<file path="config.mk">
export PLATFORM = sky130hd
export DESIGN_NAME = lv_bist_ctrl
export DESIGN_NICKNAME = d
export VERILOG_FILES = /design/src/rtl/lv_bist_pkg.sv /design/src/rtl/lv_bist_tmr.sv /design/src/rtl/lv_bist_ctrl.sv
export SDC_FILE = /design/constraint.sdc
export NUM_CORES = 1
export LEC_CHECK = 0
export ABC_AREA = 1
export CORE_MARGIN = 2
export CORE_UTILIZATION = 41
export CTS_CLUSTER_SIZE = 24
export DETAILED_ROUTE_END_ITERATION = 6
export PLACE_DENSITY_LB_ADDON = 0.2
export SLEW_MARGIN = 20
export SYNTH_ARGS = -nofsm -noshare
export SYNTH_HDL_FRONTEND = slang
export SYNTH_HIERARCHICAL = 1
export SYNTH_SLANG_ARGS = --single-unit
export TNS_END_PERCENT = 20
</file>
<file path="constraint.sdc">
create_clock -name i_clk -period 3.05 [get_ports i_clk]
set_clock_uncertainty 0.05 [all_clocks]
set_input_delay 0.305 -clock i_clk [delete_from_list [all_inputs] [get_ports i_clk]]
set_output_delay 0.305 -clock i_clk [all_outputs]
set_load 0.05 [all_outputs]
</file>
<file path="src/rtl/lv_bist_pkg.sv">
// lv_bist_pkg
//   Shared types and constants for the LV logic BIST sequencer:
//   - lv_bist_st_e : sequencer FSM state encoding
//   - BIST_FC_*    : bit positions inside the fail code
//   - BIST_FC_W    : fail-code width
//   - max2()       : elaboration-time helper for sizing the shared timer
package lv_bist_pkg;

    typedef enum logic [2:0] {
        ST_IDLE = 3'd0,
        ST_RUN  = 3'd1,
        ST_EVAL = 3'd2,
        ST_GAP  = 3'd3,
        ST_DONE = 3'd4
    } lv_bist_st_e;

    localparam int BIST_FC_W    = 4;
    localparam int BIST_FC_OWT  = 0;
    localparam int BIST_FC_SCAN = 1;
    localparam int BIST_FC_INTB = 2;
    localparam int BIST_FC_WDG  = 3;

    function automatic int max2(input int a, input int b);
        return (a > b) ? a : b;
    endfunction

endpackage

</file>
<file path="src/rtl/lv_bist_tmr.sv">
// lv_bist_tmr
//   Loadable saturating down-counter with a terminal-count flag.
//   Ports:
//     i_clk, i_rst  : clock, synchronous active-high reset (count -> 0)
//     i_load        : load i_load_val this cycle (wins over counting)
//     i_load_val    : value to load
//     i_cnt_en      : decrement by one while non-zero
//     o_tc          : count is zero (terminal count)
module lv_bist_tmr #(
    parameter int W = 8
) (
    input  logic         i_clk,
    input  logic         i_rst,
    input  logic         i_load,
    input  logic [W-1:0] i_load_val,
    input  logic         i_cnt_en,
    output logic         o_tc
);

    logic [W-1:0] cnt;

    // Sticks at zero instead of wrapping, so a stalled engine can never
    // make the watchdog appear to restart.
    always_ff @(posedge i_clk) begin
        if (i_rst) begin
            cnt <= '0;
        end else if (i_load) begin
            cnt <= i_load_val;
        end else if (i_cnt_en && (cnt != '0)) begin
            cnt <= cnt - W'(1);
        end
    end

    assign o_tc = (cnt == '0);

endmodule

</file>
<file path="src/rtl/lv_bist_ctrl.sv">
// lv_bist_ctrl
//   Sequencer in front of the LV logic BIST engine. Runs one BIST pass per
//   attempt, retries failed passes up to BIST_MAX_TRY attempts in total and
//   publishes a sticky pass/fail verdict plus the last attempt's fail code.
//   Ports:
//     i_clk, i_rst          : clock, synchronous active-high reset
//     i_bist_start         : start pulse (accepted in IDLE and DONE only)
//     o_bist_en            : registered engine enable, high in RUN
//     i_lv_bist_done       : engine done level
//     i_owt_bist_rult      : engine OWT fail flag
//     i_scan_reg_bist_rult : engine scan-reg fail flag
//     i_hv_intb_bist_rult  : engine INTB fail flag
//     o_bist_busy          : high in RUN, EVAL and GAP
//     o_bist_pass/fail     : sticky, mutually exclusive verdict
//     o_bist_fail_code     : [0] owt, [1] scan, [2] intb, [3] watchdog
//     o_bist_try_cnt       : number of attempts started
//     o_bist_cmplt         : one-cycle pulse on entering DONE
//     o_bist_state         : current FSM state (debug)
//
// Handshake: a start pulse seen in IDLE/DONE begins an attempt; o_bist_en
// is the request and stays high until the engine raises i_lv_bist_done
// (flags are valid in that same cycle) or the watchdog expires; o_bist_en
// then drops for at least one cycle before any retry.
module lv_bist_ctrl
    import lv_bist_pkg::*;
#(
    parameter int BIST_MAX_TRY = 2,
    parameter int BIST_GAP_CYC = 8,
    parameter int BIST_WDG_CYC = 4096
) (
    input  logic                              i_clk,
    input  logic                              i_rst,
    input  logic                              i_bist_start,
    output logic                              o_bist_en,
    input  logic                              i_lv_bist_done,
    input  logic                              i_owt_bist_rult,
    input  logic                              i_scan_reg_bist_rult,
    input  logic                              i_hv_intb_bist_rult,
    output logic                              o_bist_busy,
    output logic                              o_bist_pass,
    output logic                              o_bist_fail,
    output logic [BIST_FC_W-1:0]              o_bist_fail_code,
    output logic [$clog2(BIST_MAX_TRY+1)-1:0] o_bist_try_cnt,
    output logic                              o_bist_cmplt,
    output logic [2:0]                        o_bist_state
);

    localparam int TRY_W = $clog2(BIST_MAX_TRY + 1);
    localparam int TMR_W = $clog2(max2(BIST_WDG_CYC, BIST_GAP_CYC));

    // Loaded with N-1 so terminal count lands on the N-th cycle in state.
    localparam logic [TMR_W-1:0] WDG_LOAD = TMR_W'(BIST_WDG_CYC - 1);
    localparam logic [TMR_W-1:0] GAP_LOAD = TMR_W'(BIST_GAP_CYC - 1);
    localparam logic [TRY_W-1:0] TRY_MAX  = TRY_W'(BIST_MAX_TRY);

    lv_bist_st_e      state;
    lv_bist_st_e      state_nxt;
    logic             tmr_load;
    logic [TMR_W-1:0] tmr_load_val;
    logic             tmr_tc;
    logic             start_acc;
    logic             run_exit;
    logic             gap_exit;
    logic             eval_done;

    lv_bist_tmr #(
        .W (TMR_W)
    ) u_tmr (
        .i_clk      (i_clk),
        .i_rst      (i_rst),
        .i_load     (tmr_load),
        .i_load_val (tmr_load_val),
        .i_cnt_en   ((state == ST_RUN) || (state == ST_GAP)),
        .o_tc       (tmr_tc)
    );

    always_ff @(posedge i_clk) begin
        if (i_rst) begin
            state <= ST_IDLE;
        end else begin
            state <= state_nxt;
        end
    end

    always_comb begin
        state_nxt    = state;
        tmr_load     = 1'b0;
        tmr_load_val = '0;
        start_acc    = 1'b0;
        run_exit     = 1'b0;
        gap_exit     = 1'b0;
        eval_done    = 1'b0;
        unique case (state)
            ST_IDLE, ST_DONE: begin
                if (i_bist_start) begin
                    state_nxt    = ST_RUN;
                    start_acc    = 1'b1;
                    tmr_load     = 1'b1;
                    tmr_load_val = WDG_LOAD;
                end
            end
            ST_RUN: begin
                // Done takes priority over a coincident watchdog expiry.
                if (i_lv_bist_done || tmr_tc) begin
                    state_nxt = ST_EVAL;
                    run_exit  = 1'b1;
                end
            end
            ST_EVAL: begin
                if ((o_bist_fail_code != '0) && (o_bist_try_cnt < TRY_MAX)) begin
                    state_nxt    = ST_GAP;
                    tmr_load     = 1'b1;
                    tmr_load_val = GAP_LOAD;
                end else begin
                    state_nxt = ST_DONE;
                    eval_done = 1'b1;
                end
            end
            ST_GAP: begin
                if (tmr_tc) begin
                    state_nxt    = ST_RUN;
                    gap_exit     = 1'b1;
                    tmr_load     = 1'b1;
                    tmr_load_val = WDG_LOAD;
                end
            end
            default: begin
                state_nxt = ST_IDLE;
            end
        endcase
    end

    always_ff @(posedge i_clk) begin
        if (i_rst) begin
            o_bist_en        <= 1'b0;
            o_bist_pass      <= 1'b0;
            o_bist_fail      <= 1'b0;
            o_bist_fail_code <= '0;
            o_bist_try_cnt   <= '0;
            o_bist_cmplt     <= 1'b0;
        end else begin
            o_bist_en    <= (state_nxt == ST_RUN);
            o_bist_cmplt <= eval_done;

            if (start_acc) begin
                o_bist_pass      <= 1'b0;
                o_bist_fail      <= 1'b0;
                o_bist_fail_code <= '0;
                o_bist_try_cnt   <= TRY_W'(1);
            end

            if (run_exit) begin
                if (i_lv_bist_done) begin
                    o_bist_fail_code[BIST_FC_OWT]  <= i_owt_bist_rult;
                    o_bist_fail_code[BIST_FC_SCAN] <= i_scan_reg_bist_rult;
                    o_bist_fail_code[BIST_FC_INTB] <= i_hv_intb_bist_rult;
                    o_bist_fail_code[BIST_FC_WDG]  <= 1'b0;
                end else begin
                    o_bist_fail_code              <= '0;
                    o_bist_fail_code[BIST_FC_WDG] <= 1'b1;
                end
            end

            if (gap_exit && (o_bist_try_cnt < TRY_MAX)) begin
                o_bist_try_cnt <= o_bist_try_cnt + TRY_W'(1);
            end

            if (eval_done) begin
                o_bist_pass <= (o_bist_fail_code == '0);
                o_bist_fail <= (o_bist_fail_code != '0);
            end
        end
    end

    assign o_bist_busy  = (state == ST_RUN) || (state == ST_EVAL) || (state == ST_GAP);
    assign o_bist_state = state;

endmodule

</file>
## After elaboration in Yosys (flattened, before gate mapping)

Index checks and enable logic that the tools add are counted.

- Add/sub/neg operators: 2
- Order comparisons: 1
- Eq/ne operators: 5
- Mux-type cells: 29
- Reductions and logical operators: 17

Operators by type and width:

| operator | count |
|---|---|
| $mux 12 | 4 |
| $pmux 12 s3 | 1 |
| $mux 3 | 5 |
| $logic_not 12->1 | 1 |
| $mux 1 | 12 |
| $mux 4 | 3 |
| $pmux 3 s4 | 1 |
| $reduce_bool 12->1 | 1 |
| $sub 12x1->12 const B | 1 |
| $reduce_bool 2->1 | 4 |
| $eq 3x1->1 const B | 2 |
| $eq 3x2->1 const B | 2 |
| $logic_not 4->1 | 1 |
| $logic_or 1x1->1 | 4 |
| $mux 2 | 2 |
| $reduce_bool 4->1 | 1 |
| $eq 3x3->1 const B | 1 |
| $logic_and 1x1->1 | 3 |
| $logic_not 3->1 | 1 |
| $pmux 1 s3 | 1 |
| $add 2x1->2 const B | 1 |
| $lt 2x2->1 const B | 1 |
| $reduce_or 2->1 | 1 |

- Register bits after elaboration: 25
- Bits of input ports: 7
- Output and inout bits: 14
- Logic and storage cells: 62

## Longest topological paths before layout

Gate-level depths: netlist (run 1).

- Depth after elaboration: 5
- Depth in mapped cells: 12
- Depth with buffers taken out: 11

## Hierarchy

The synthesis (run 1) kept the hierarchy.

By module, submodules not included:

| module | instances | cells an instance | area each (µm²) | seq. area each (µm²) |
|---|---|---|---|---|
| lv_bist_tmr | 1 | 148 | 917.1 | 240.2 |
| lv_bist_ctrl | 1 | 85 | 594.3 | 260.2 |

## Worst setup path after synthesis (run 1)

No wires, ideal clock.

- Path kind: register to register
- Start point: register u_tmr.cnt[0]
- End point: register u_tmr.cnt[11]
- Library setup time: 0.129 ns
- Data arrival time: 2.051 ns
- Data required time: 2.871 ns
- Path slack: 0.821 ns
- Cell stages (with the launch flop): 13
- Path buffers: 1
- Clock period less this slack: 2.229 ns
- Cell sequence: dfxtp_1 -> inv_1 -> ha_1 -> nand2_1 -> nor4_1 -> nand2_1 -> nand3_1 -> inv_1 -> buf_2 -> nand3_1 -> nand2_1 -> nor2_1 -> nor2_1

- Longest elaborated chain between the ends: 4
- Elaborated cells between the ends (all ways): 11
- Classes of those cells: 1 x add/sub; 6 x mux; 4 x reduce/logical

Ends and longest elaborated chain:

| what | line | source |
|---|---|---|
| start, declared | lv_bist_tmr.sv:20 | `logic [W-1:0] cnt;` |
| start signal, assigned | lv_bist_tmr.sv:28 | `cnt <= i_load_val;` |
| start signal, assigned | lv_bist_tmr.sv:30 | `cnt <= cnt - W'(1);` |
| $logic_not 12->1 * | lv_bist_tmr.sv:34 | `assign o_tc = (cnt == '0);` |
| named net tmr_tc | lv_bist_ctrl.sv:60 | `logic tmr_tc;` |
| $mux 1 * | lv_bist_ctrl.sv:120 | `if (tmr_tc) begin` |
| $pmux 1 s3 * | lv_bist_ctrl.sv:93 | `unique case (state)` |
| named net tmr_load | lv_bist_ctrl.sv:58 | `logic tmr_load;` |
| $mux 12 or $reduce_bool 2->1 (tied branches) | - |  |

Mark *: on every way through the listed nets, which the timed path passes. The rest lies on a longest branch. The select of a mux whose other input is x is not followed.
A chain may end at the register's enable or synchronous reset.

## Final worst setup path (run 1)

- Start point: register u_tmr.cnt[0]
- End point: register u_tmr.cnt[9]

The elaborated chain is that of the path after synthesis.

==> flow_summary_export.csv, run 1 <==
group,metric,value,unit
clock_tree,cts_hold_buffers,0,
min_path,hold_path_class,"reg2reg",
synth,synth_area_per_cell,6.49,um2
global_route,track_usage,0.190,
clock_tree,cts_setup_buffers,0,
clock_tree,cts_buffer_depth,2,
synth,syn_inst,233,
critical_path,worst-endpoint-required,3.15,ns
clock_tree,cts.sinks,25,
timing,slew_headroom,0.655,
clock_tree,cts_resized,0,
critical_path,crit_type,"reg2reg",
routing,drtIter0Drc,91,
synth,syn_nets,242,
timing,fmax,413,MHz
timing,hold_ws,0.420,ns
synth,synth_top_area_cell,"dfxtp_1",
timing,rsz0062_at_grt,"false",
pwr,power.density,642,nW/um2
job,drv_cap,0,
timing,fin_crit_sh,0.794,
critical_path,crit_arrival,2.52,ns
timing,worst_pin_slew,0.515,ns
final_layout,area_growth,19.3,%
pwr,ir_worst_vdd,0.293,mV
critical_path,crit_path_frequent_cell,"nand2_1",
critical_path,end_kind,"register",
floorplanning,initial_core_util,0.419,
placement,place_ws,0.667,ns
final_layout,final_cell_mix,"nand2_1 (53), nor2_1 (32), nand3_1 (25), dfxtp_1 (25), inv_1 (24)",
critical_path,cpMaxStageDelayCell,"dfxtp_1",
floorplanning,core-area,3610,um2
routing,drc,0,
placement,gp_congestion,0.869,
timing,finalHoldViolations,0,
synth,yosys_most_used_dff,"dfxtp_1",
synth,synth_warnings,6,
floorplanning,die_height,64.7,um
clock_tree,cts-root-buf,"clkbuf_8",
final_layout,antennaDiodeCount,0,
synth,synthArstFlopShare,0,
synth,synthDistinctLibCells,27,
critical_path,crit_fanout,15,
global_route,first_global_vias,1417,
floorplanning,fp.dieArea,4190,um2
synth,postSynthRegisterBits,25,
run_status,status,"completed",
timing,finalSetupViolations,0,
final_layout,finish.net_count,265,
critical_path,crit_buf_inv,5,
timing,period_minus_slack,2.42,ns
floorplanning,die_w,64.7,um
synth,syn_area,1510,um2
routing,wl_per_cell,11.7,um
floorplanning,rows,22,
min_path,holdPathStages,2,
routing,first_pass_iters,4,
placement,io_buffers,20,
clock_tree,clk_latency,0.27,ns
critical_path,cpPeakStageDelay,0.33,ns
critical_path,crit_path_start_kind,"register",
synth,yosysTopAreaCellShare,0.331,
final_layout,layout-drive-gt1-share,0.133,
floorplanning,ios,21,
routing,num_vias,1471,
global_route,overflow,0,
routing,wl,3.55,mm
global_route,grt_first_pass_wirelength,6.26,mm
clock_tree,cts_max_level,1,
placement,placedCellCount,299,
synth,ys_seq_area_frac,0.331,
timing,final.setup.tns,0,ns
routing,ant_nets,0,
critical_path,path_delay_family,"buffers and inverters",
clock_tree,clk_pin_slew,0.09,ns
pwr,power_leakage,0.778,nW
critical_path,path_cells,"inv_1, ha_1, nand2_1, nor4_1, buf_4, nand2_1, nand3_1, buf_4, inv_1, nand2_4, clkinv_2, nand2_1, a21oi_2",
synth,ys_top_cells_by_area,"dfxtp_1 (33%), nand2_1 (13%), nand3_1 (8.3%)",
timing,slew_violations,0,
critical_path,r2r_cells,13,
pwr,p_total,1.16,mW
final_layout,final_common_cell,"nand2_1",
clock_tree,numCtsBuffers,3,
global_route,grt_max_degree,16,
final_layout,final-instance-count-excl-fill,303,
placement,dp_hpwl,2.68,mm
synth,synth-edff-count,0,
timing,setup_ws,0.628,ns
critical_path,path_depth,13,
clock_tree,cts_tree,"built",
global_route,antenna_found_initial,0,
routing,vias_per_cell,4.85,
==> where the power goes <==
group	switching, mW	leakage, nW	internal [mW]
Combinational	0.347	0.550	0.192
Sequential	0.0473	0.205	0.369
Clock	0.108	0.0228	0.0936
Total	0.503	0.778	0.655
==> area by class of cell <==
| type | count | area [um2] |
|---|---|---|
| Fill cell | 385 | 1800 |
| Multi-Input combinational cell | 175 | 868 |
| Tap cell | 48 | 60.1 |
| Clock buffer | 4 | 45.0 |
| Timing Repair Buffer | 23 | 223 |
| Inverter | 28 | 106 |
| Sequential cell | 25 | 500 |
==> through the flow <==
| step | area, um2 | utilization |
|---|---|---|
| 2_1_floorplan | 1510 | - |
| 6_report | 1800 | 0.500 |
| 5_1_grt | 1800 | 0.500 |
| 4_1_cts | 1800 | 0.500 |
| 3_5_place_dp | 1760 | 0.488 |
| 3_3_place_gp | 1760 | 0.488 |
==> registers in the layout, summed over array words and instances (netlist names) <==
register          count
o_bist_fail           1
o_bist_fail_code      4
u_tmr/cnt            12
o_bist_cmplt          1
o_bist_pass           1
o_bist_try_cnt        2
o_bist_en             1
o_bist_state          3
==> synth_stat cells (2+ instances only) <==
library cell	instances
nor2_2	9
nand3_2	2
xnor2_1	2
inv_2	3
nor2_1	32
nand2_1	53
nand2_4	3
or2_2	4
nand3_1	25
dfxtp_1	25
xor2_1	2
o21ai_2	3
clkbuf_1	2
ha_1	2
nand4_1	2
inv_1	24
a21oi_1	23
nand2_2	2
o21ai_0	7
==> cell families (layout without fill, tap and decap cells) <==
family | after synthesis | count (layout) | share of synthesized area
AND/OR/NAND/NOR | 135 | 135 | 0.412
AO/OA/AOI/OAI | 34 | 34 | 0.123
buffers and inverters | 33 | 55 | 0.0944
flip-flops | 25 | 25 | 0.331
XOR/XNOR | 4 | 4 | 0.0232
adder cells (fa/ha/maj) | 2 | 2 | 0.0166
==> final timing paths <==
kind / from / to / slack (ns)
max: u_tmr/cnt[0] / u_tmr/cnt[9] / 0.63
min reg2reg: o_bist_pass / o_bist_pass / 0.42
min: o_bist_pass / o_bist_pass / 0.42
max reg2reg: u_tmr/cnt[0] / u_tmr/cnt[9] / 0.63
==> layer usage <==
metal  wire (um)  GRT usage  vias to the layer above
li1            -          -                      788
met1        1680      0.230                      654
met2        1710      0.340                       25
met3         132     0.0451                        4
met4          29     0.0426                        0
met5           0          0                        -
==> worst min-delay path, cell delays in order, from the launching register on <==
cell and delay (ns):
dfxtp_1 0.32, nand2_1 0.06, a21oi_1 0.06
Power figures use the tool's default switching activity.
==> run 2, diff against run 1 <==
- clock period: 3.05 -> 2 ns (I/O delays scaled with it)
==> run 2 against run 1 <==
Sequential power increased by 56%; global-route usage decreased by 0.91 points; register-to-register slack lost 0.59 ns; fmax increased by 23%; first-iteration DRC count grew 43%; sequential share of layout area fell by 2.0 points; clock power increased by 51%; cell count increased by 5.6%; power increased by 70%; critical endpoint is now u_tmr/cnt[10]; largest cell class unchanged; highest routed layer unchanged.
==> flow_summary_export.csv, run 2 (synthesized netlist as in run 1, its figures left out) <==
group,metric,value,unit
run_status,status,"completed",
critical_path,r2r-end,"u_tmr/cnt[10]",
final_layout,final_common_cell,"nand2_1",
clock_tree,cts_tree,"built",
routing,vias_per_cell,4.83,
global_route,grt_first_pass_wirelength,6.08,mm
timing,final.setup.tns,0,ns
clock_tree,cts_max_level,1,
routing,first_pass_iters,4,
final_layout,largest-register,"u_tmr/cnt",
floorplanning,die_height,64.7,um
routing,drtIter0Drc,130,
timing,finalSetupViolations,0,
routing,drc,0,
critical_path,path_cells,"nor2_4, nand2_2, nor4_4, nand2_1, nand3_2, clkinvlp_4, buf_6, buf_4, nand3_1, nand3_1, nand2_1, inv_1",
critical_path,cpMaxStageDelayCell,"dfxtp_4",
placement,io_buffers,20,
clock_tree,cts-root-buf,"clkbuf_8",
critical_path,crit_arrival,2.09,ns
global_route,overflow,0,
floorplanning,initial_core_util,0.419,
pwr,ir_worst_vdd,0.420,mV
critical_path,r2r_setup_slack,0.04,ns
min_path,min_delay_worst_endpoint,"o_bist_pass",
critical_path,crit_fanout,6,
critical_path,worst-endpoint-required,2.12,ns
final_layout,final_area,2010,um2
timing,fin_crit_sh,0.982,
routing,num_vias,1545,
pwr,sw_frac_of_total,0.427,
placement,dp_hpwl,2.78,mm
final_layout,multi_input_area,928,um2
critical_path,r2r-start,"u_tmr/cnt[7]",
final_layout,final_cell_mix,"nand2_1 (50), nor2_1 (30), nand3_1 (24)",
final_layout,finish.net_count,282,
global_route,antenna_found_initial,0,
floorplanning,rows,22,
critical_path,crit_type,"reg2reg",
timing,worst_pin_slew,0.505,ns
pwr,combPwrFrac,0.516,
pwr,p_int,1.13,mW
final_layout,num-fill-cells,351,
clock_tree,clk_latency,0.27,ns
global_route,grt_max_degree,15,
floorplanning,ios,21,
min_path,hold_path_class,"reg2reg",
floorplanning,fp.dieArea,4190,um2
placement,place_area,1830,um2
floorplanning,core-area,3610,um2
pwr,power.share.sequential,0.329,
floorplanning,die_w,64.7,um
pwr,p_sw,0.839,mW
job,drv_cap,0,
clock_tree,clk_pin_slew,0.09,ns
critical_path,r2r_cells,12,
final_layout,largest_reg_flops,12,
critical_path,cpPeakStageDelay,0.37,ns
timing,period_minus_slack,1.96,ns
routing,ant_nets,0,
timing,slew_violations,0,
clock_tree,cts_hold_buffers,0,
global_route,track_usage,0.181,
timing,finalHoldViolations,0,
final_layout,regArea,518,um2
critical_path,end_kind,"register",
final_layout,area_growth,33.2,%
placement,gp_congestion,0.876,
min_path,holdPathStages,2,
min_path,holdCritStartpoint,"o_bist_pass",
final_layout,antennaDiodeCount,0,
clock_tree,cts_buffer_depth,2,
final_layout,layout-drive-gt1-share,0.243,
pwr,clockPowerShare,0.155,
clock_tree,numCtsBuffers,3,
pwr,power_leakage,0.879,nW
clock_tree,cts.sinks,25,
routing,wl,3.71,mm
pwr,power.density,977,nW/um2
timing,slew_headroom,0.662,
routing,wl_per_cell,11.6,um
timing,fmax,509,MHz
global_route,first_global_vias,1330,
critical_path,crit_path_start_kind,"register",
timing,rsz0062_at_grt,"true",
run 2: cell count changes in the layout (fill, tap and decap cells not counted), moves of 2 or more:
cell / delta
buf_4: +17
dfxtp_1: -6
dfxtp_4: +4
nor2_4: +4
nand2_1: -3
dfxtp_2: +2
nand2_2: +2
nor2_1: -2
nor2_2: -2
run 2: timing repair:
action / CTS / global route
gates resized for setup: 0 / 25
setup endpoints to repair: 0 / 10
setup buffers: 0 / 9
run 2: cell type report:
cell class,count,area share
tap,48,0.0298
sequential,25,0.257
clock buffer,4,0.0224
multi-input combinational,175,0.461
inverter,28,0.0547
timing repair buffer,40,0.175
run 2: how the worst max path moves through the flow:
stage | cells after the start | end | from
CTS | 11 | u_tmr/cnt[4] | u_tmr/cnt[0]
floorplan | 10 | u_tmr/cnt[11] | o_bist_state[1]
global placement | 11 | u_tmr/cnt[6] | u_tmr/cnt[1]
global route | 10 | u_tmr/cnt[6] | u_tmr/cnt[7]
finish | 12 | u_tmr/cnt[10] | u_tmr/cnt[7]
detailed placement | 11 | u_tmr/cnt[4] | u_tmr/cnt[0]
run 2: worst max-delay path: cells and delay by family, from the launching register on:
family | cells | cell delay, ns
AND/OR/NAND/NOR | 8 | 0.94
buffers and inverters | 4 | 0.50
flip-flops | 1 | 0.37
run 2: metrics by stage:
step / total power, mW / worst slack (ns) / cells / hold slack [ns] / utilization
after CTS: 1.84 / 0.0219 / 311 / 0.424 / 0.520
after detailed placement: 1.53 / 0.0593 / 307 / 0.408 / 0.508
after floorplan: 1.31 / 0.00392 / 233 / 0.314 / -
after global routing: 2.13 / -0.0412 / 320 / 0.459 / 0.558
after global placement: 1.53 / 0.108 / 307 / 0.408 / 0.508
final: 1.97 / 0.0356 / 320 / 0.418 / 0.558
run 2: per-layer routing:
metal / global-route usage / wire length (um)
met3: 0.0347 / 120
met2: 0.295 / 1740
met5: 0 / 0
met1: 0.251 / 1840
met4: 0.0346 / 16
run 2: power by group through the flow:
stage | Combinational [mW] | Clock, mW | Sequential (mW)
final | 1.02 | 0.305 | 0.647
after global routing | 1.13 | 0.342 | 0.655
after CTS | 0.902 | 0.319 | 0.624
after detailed placement | 0.898 | 0 | 0.636
after global placement | 0.894 | 0 | 0.637
after floorplan | 0.631 | 0 | 0.683
==> run 3, diff against run 2 <==
- CORE_MARGIN: 2 -> not set
==> run 3 against run 2 <==
Count of clock-buffer cells in the layout fell by 1; first-iteration DRC count fell by 53%; non-clock buffer count fell by 14; register-to-register slack improved by 0.12 ns; fmax rose by 5.9%; clock power rose by 7.2%; global-route usage rose by 0.98 points; critical endpoint is now o_bist_state[0]; largest power group unchanged.
==> flow_summary_export.csv, run 3 (synthesized netlist as in run 1, its figures left out) <==
group,metric,value,unit
final_layout,final-instance-count-excl-fill,304,
routing,drc,0,
floorplanning,die_height,62.7,um
pwr,p_total,1.84,mW
critical_path,cpPeakStageDelay,0.85,ns
routing,wl_per_cell,11.2,um
placement,placedCellCount,300,
pwr,sw_frac_of_total,0.440,
clock_tree,cts_buffer_depth,2,
critical_path,r2r_setup_slack,0.16,ns
global_route,grt_max_degree,17,
final_layout,area_growth,22.3,%
critical_path,path_cells,"clkdlybuf4s50_1",
critical_path,path_delay_family,"buffers and inverters",
critical_path,worst-endpoint-required,1.75,ns
min_path,hold_path_class,"reg2reg",
placement,io_buffers,20,
final_layout,layout-drive-gt1-share,0.174,
global_route,antenna_found_initial,0,
final_layout,final_area,1850,um2
global_route,use_met2,0.296,
routing,drtIter0Drc,61,
pwr,p_sw,0.808,mW
pwr,ir_worst_vdd,0.354,mV
job,drv_cap,0,
timing,setup_ws,0.144,ns
timing,finalSetupViolations,0,
timing,slew_headroom,0.666,
floorplanning,fp.dieArea,3930,um2
pwr,clockPowerShare,0.178,
pwr,p_int,1.03,mW
final_layout,largest-register,"u_tmr/cnt",
clock_tree,cts_resized,0,
routing,num_vias,1460,
timing,finalHoldViolations,0,
global_route,grt-busiest-layer,"met2",
final_layout,multi_input_area,888,um2
floorplanning,core-area,3440,um2
routing,ant_nets,0,
critical_path,crit_fanout,6,
placement,dp_hpwl,2.61,mm
final_layout,final_cell_mix,"nand2_1 (52), nor2_1 (31), nand3_1 (25)",
timing,hold_ws,0.424,ns
clock_tree,cts-root-buf,"clkbuf_8",
timing,final.setup.tns,0,ns
final_layout,largest_reg_flops,12,
floorplanning,rows,21,
clock_tree,cts_hold_buffers,0,
critical_path,crit_type,"reg2out",
placement,place_ws,0.0889,ns
clock_tree,cts.sinks,25,
timing,fin_crit_sh,0.928,
timing,slew_violations,0,
routing,first_pass_iters,4,
final_layout,antennaDiodeCount,0,
critical_path,crit_path_start_kind,"register",
timing,worst_pin_slew,0.499,ns
timing,period_minus_slack,1.86,ns
critical_path,crit_arrival,1.61,ns
pwr,power.density,993,nW/um2
final_layout,regArea,503,um2
clock_tree,numCtsBuffers,3,
clock_tree,clk_latency,0.28,ns
placement,place_area,1790,um2
timing,fmax,539,MHz
pwr,power.share.sequential,0.346,
pwr,power_leakage,0.799,nW
final_layout,final_common_cell,"nand2_1",
routing,vias_per_cell,4.80,
floorplanning,initial_core_util,0.439,
critical_path,cpMaxStageDelayCell,"clkdlybuf4s50_1",
clock_tree,cts_max_level,1,
clock_tree,cts_tree,"built",
global_route,first_global_vias,1344,
clock_tree,clk_pin_slew,0.10,ns
routing,wl,3.39,mm
global_route,use_met3,0.0274,
floorplanning,die_w,62.7,um
final_layout,final_core_util,0.537,
global_route,overflow,0,
run_status,status,"completed",
timing,rsz0062_at_grt,"false",
critical_path,end_kind,"primary output",
global_route,track_usage,0.191,
critical_path,crit_buf_inv,1,
final_layout,num-fill-cells,354,
clock_tree,cts_setup_buffers,0,
final_layout,finish.net_count,268,
global_route,grt_first_pass_wirelength,5.95,mm
floorplanning,ios,21,
placement,gp_congestion,0.883,
pwr,combPwrFrac,0.476,
global_route,met1_usage,0.264,
## run 3: worst min-delay path: cells and delay by family, from the launching register on
family / cells / cell delay, ns
AOI/OAI and AO/OA: 1 / 0.06
DFF: 1 / 0.32
and+or+nand+nor: 1 / 0.06
## run 3: layer usage
metal,vias to the layer above,routed length [um]
li1,796,-
met2,31,1450
met1,629,1740
met5,-,0
met4,0,48
met3,4,150
## run 3: worst paths after layout
| kind | from | end | cells after the start |
|---|---|---|---|
| hold / removal | o_bist_pass | o_bist_pass | 2 |
| setup / recovery | o_bist_state[0] | o_bist_state[0] | 1 |
| setup reg to reg | u_tmr/cnt[5] | u_tmr/cnt[8] | 10 |
| hold reg to reg | o_bist_pass | o_bist_pass | 2 |
## run 3: power by group through the flow
stage | Clock (mW) | Combinational (mW) | Sequential (mW)
after floorplan | 0 | 0.631 | 0.683
after detailed placement | 0 | 0.863 | 0.644
final | 0.327 | 0.873 | 0.636
after global routing | 0.360 | 0.987 | 0.647
after CTS | 0.332 | 0.867 | 0.633
after global placement | 0 | 0.864 | 0.644
## run 3: final cells by class
type	instances	share of cell area
Clock inverter	1	0.00474
Clock buffer	3	0.0223
Inverter	28	0.0575
Tap cell	46	0.0311
Multi-Input combinational cell	175	0.481
Sequential cell	25	0.272
Timing Repair Buffer	26	0.131
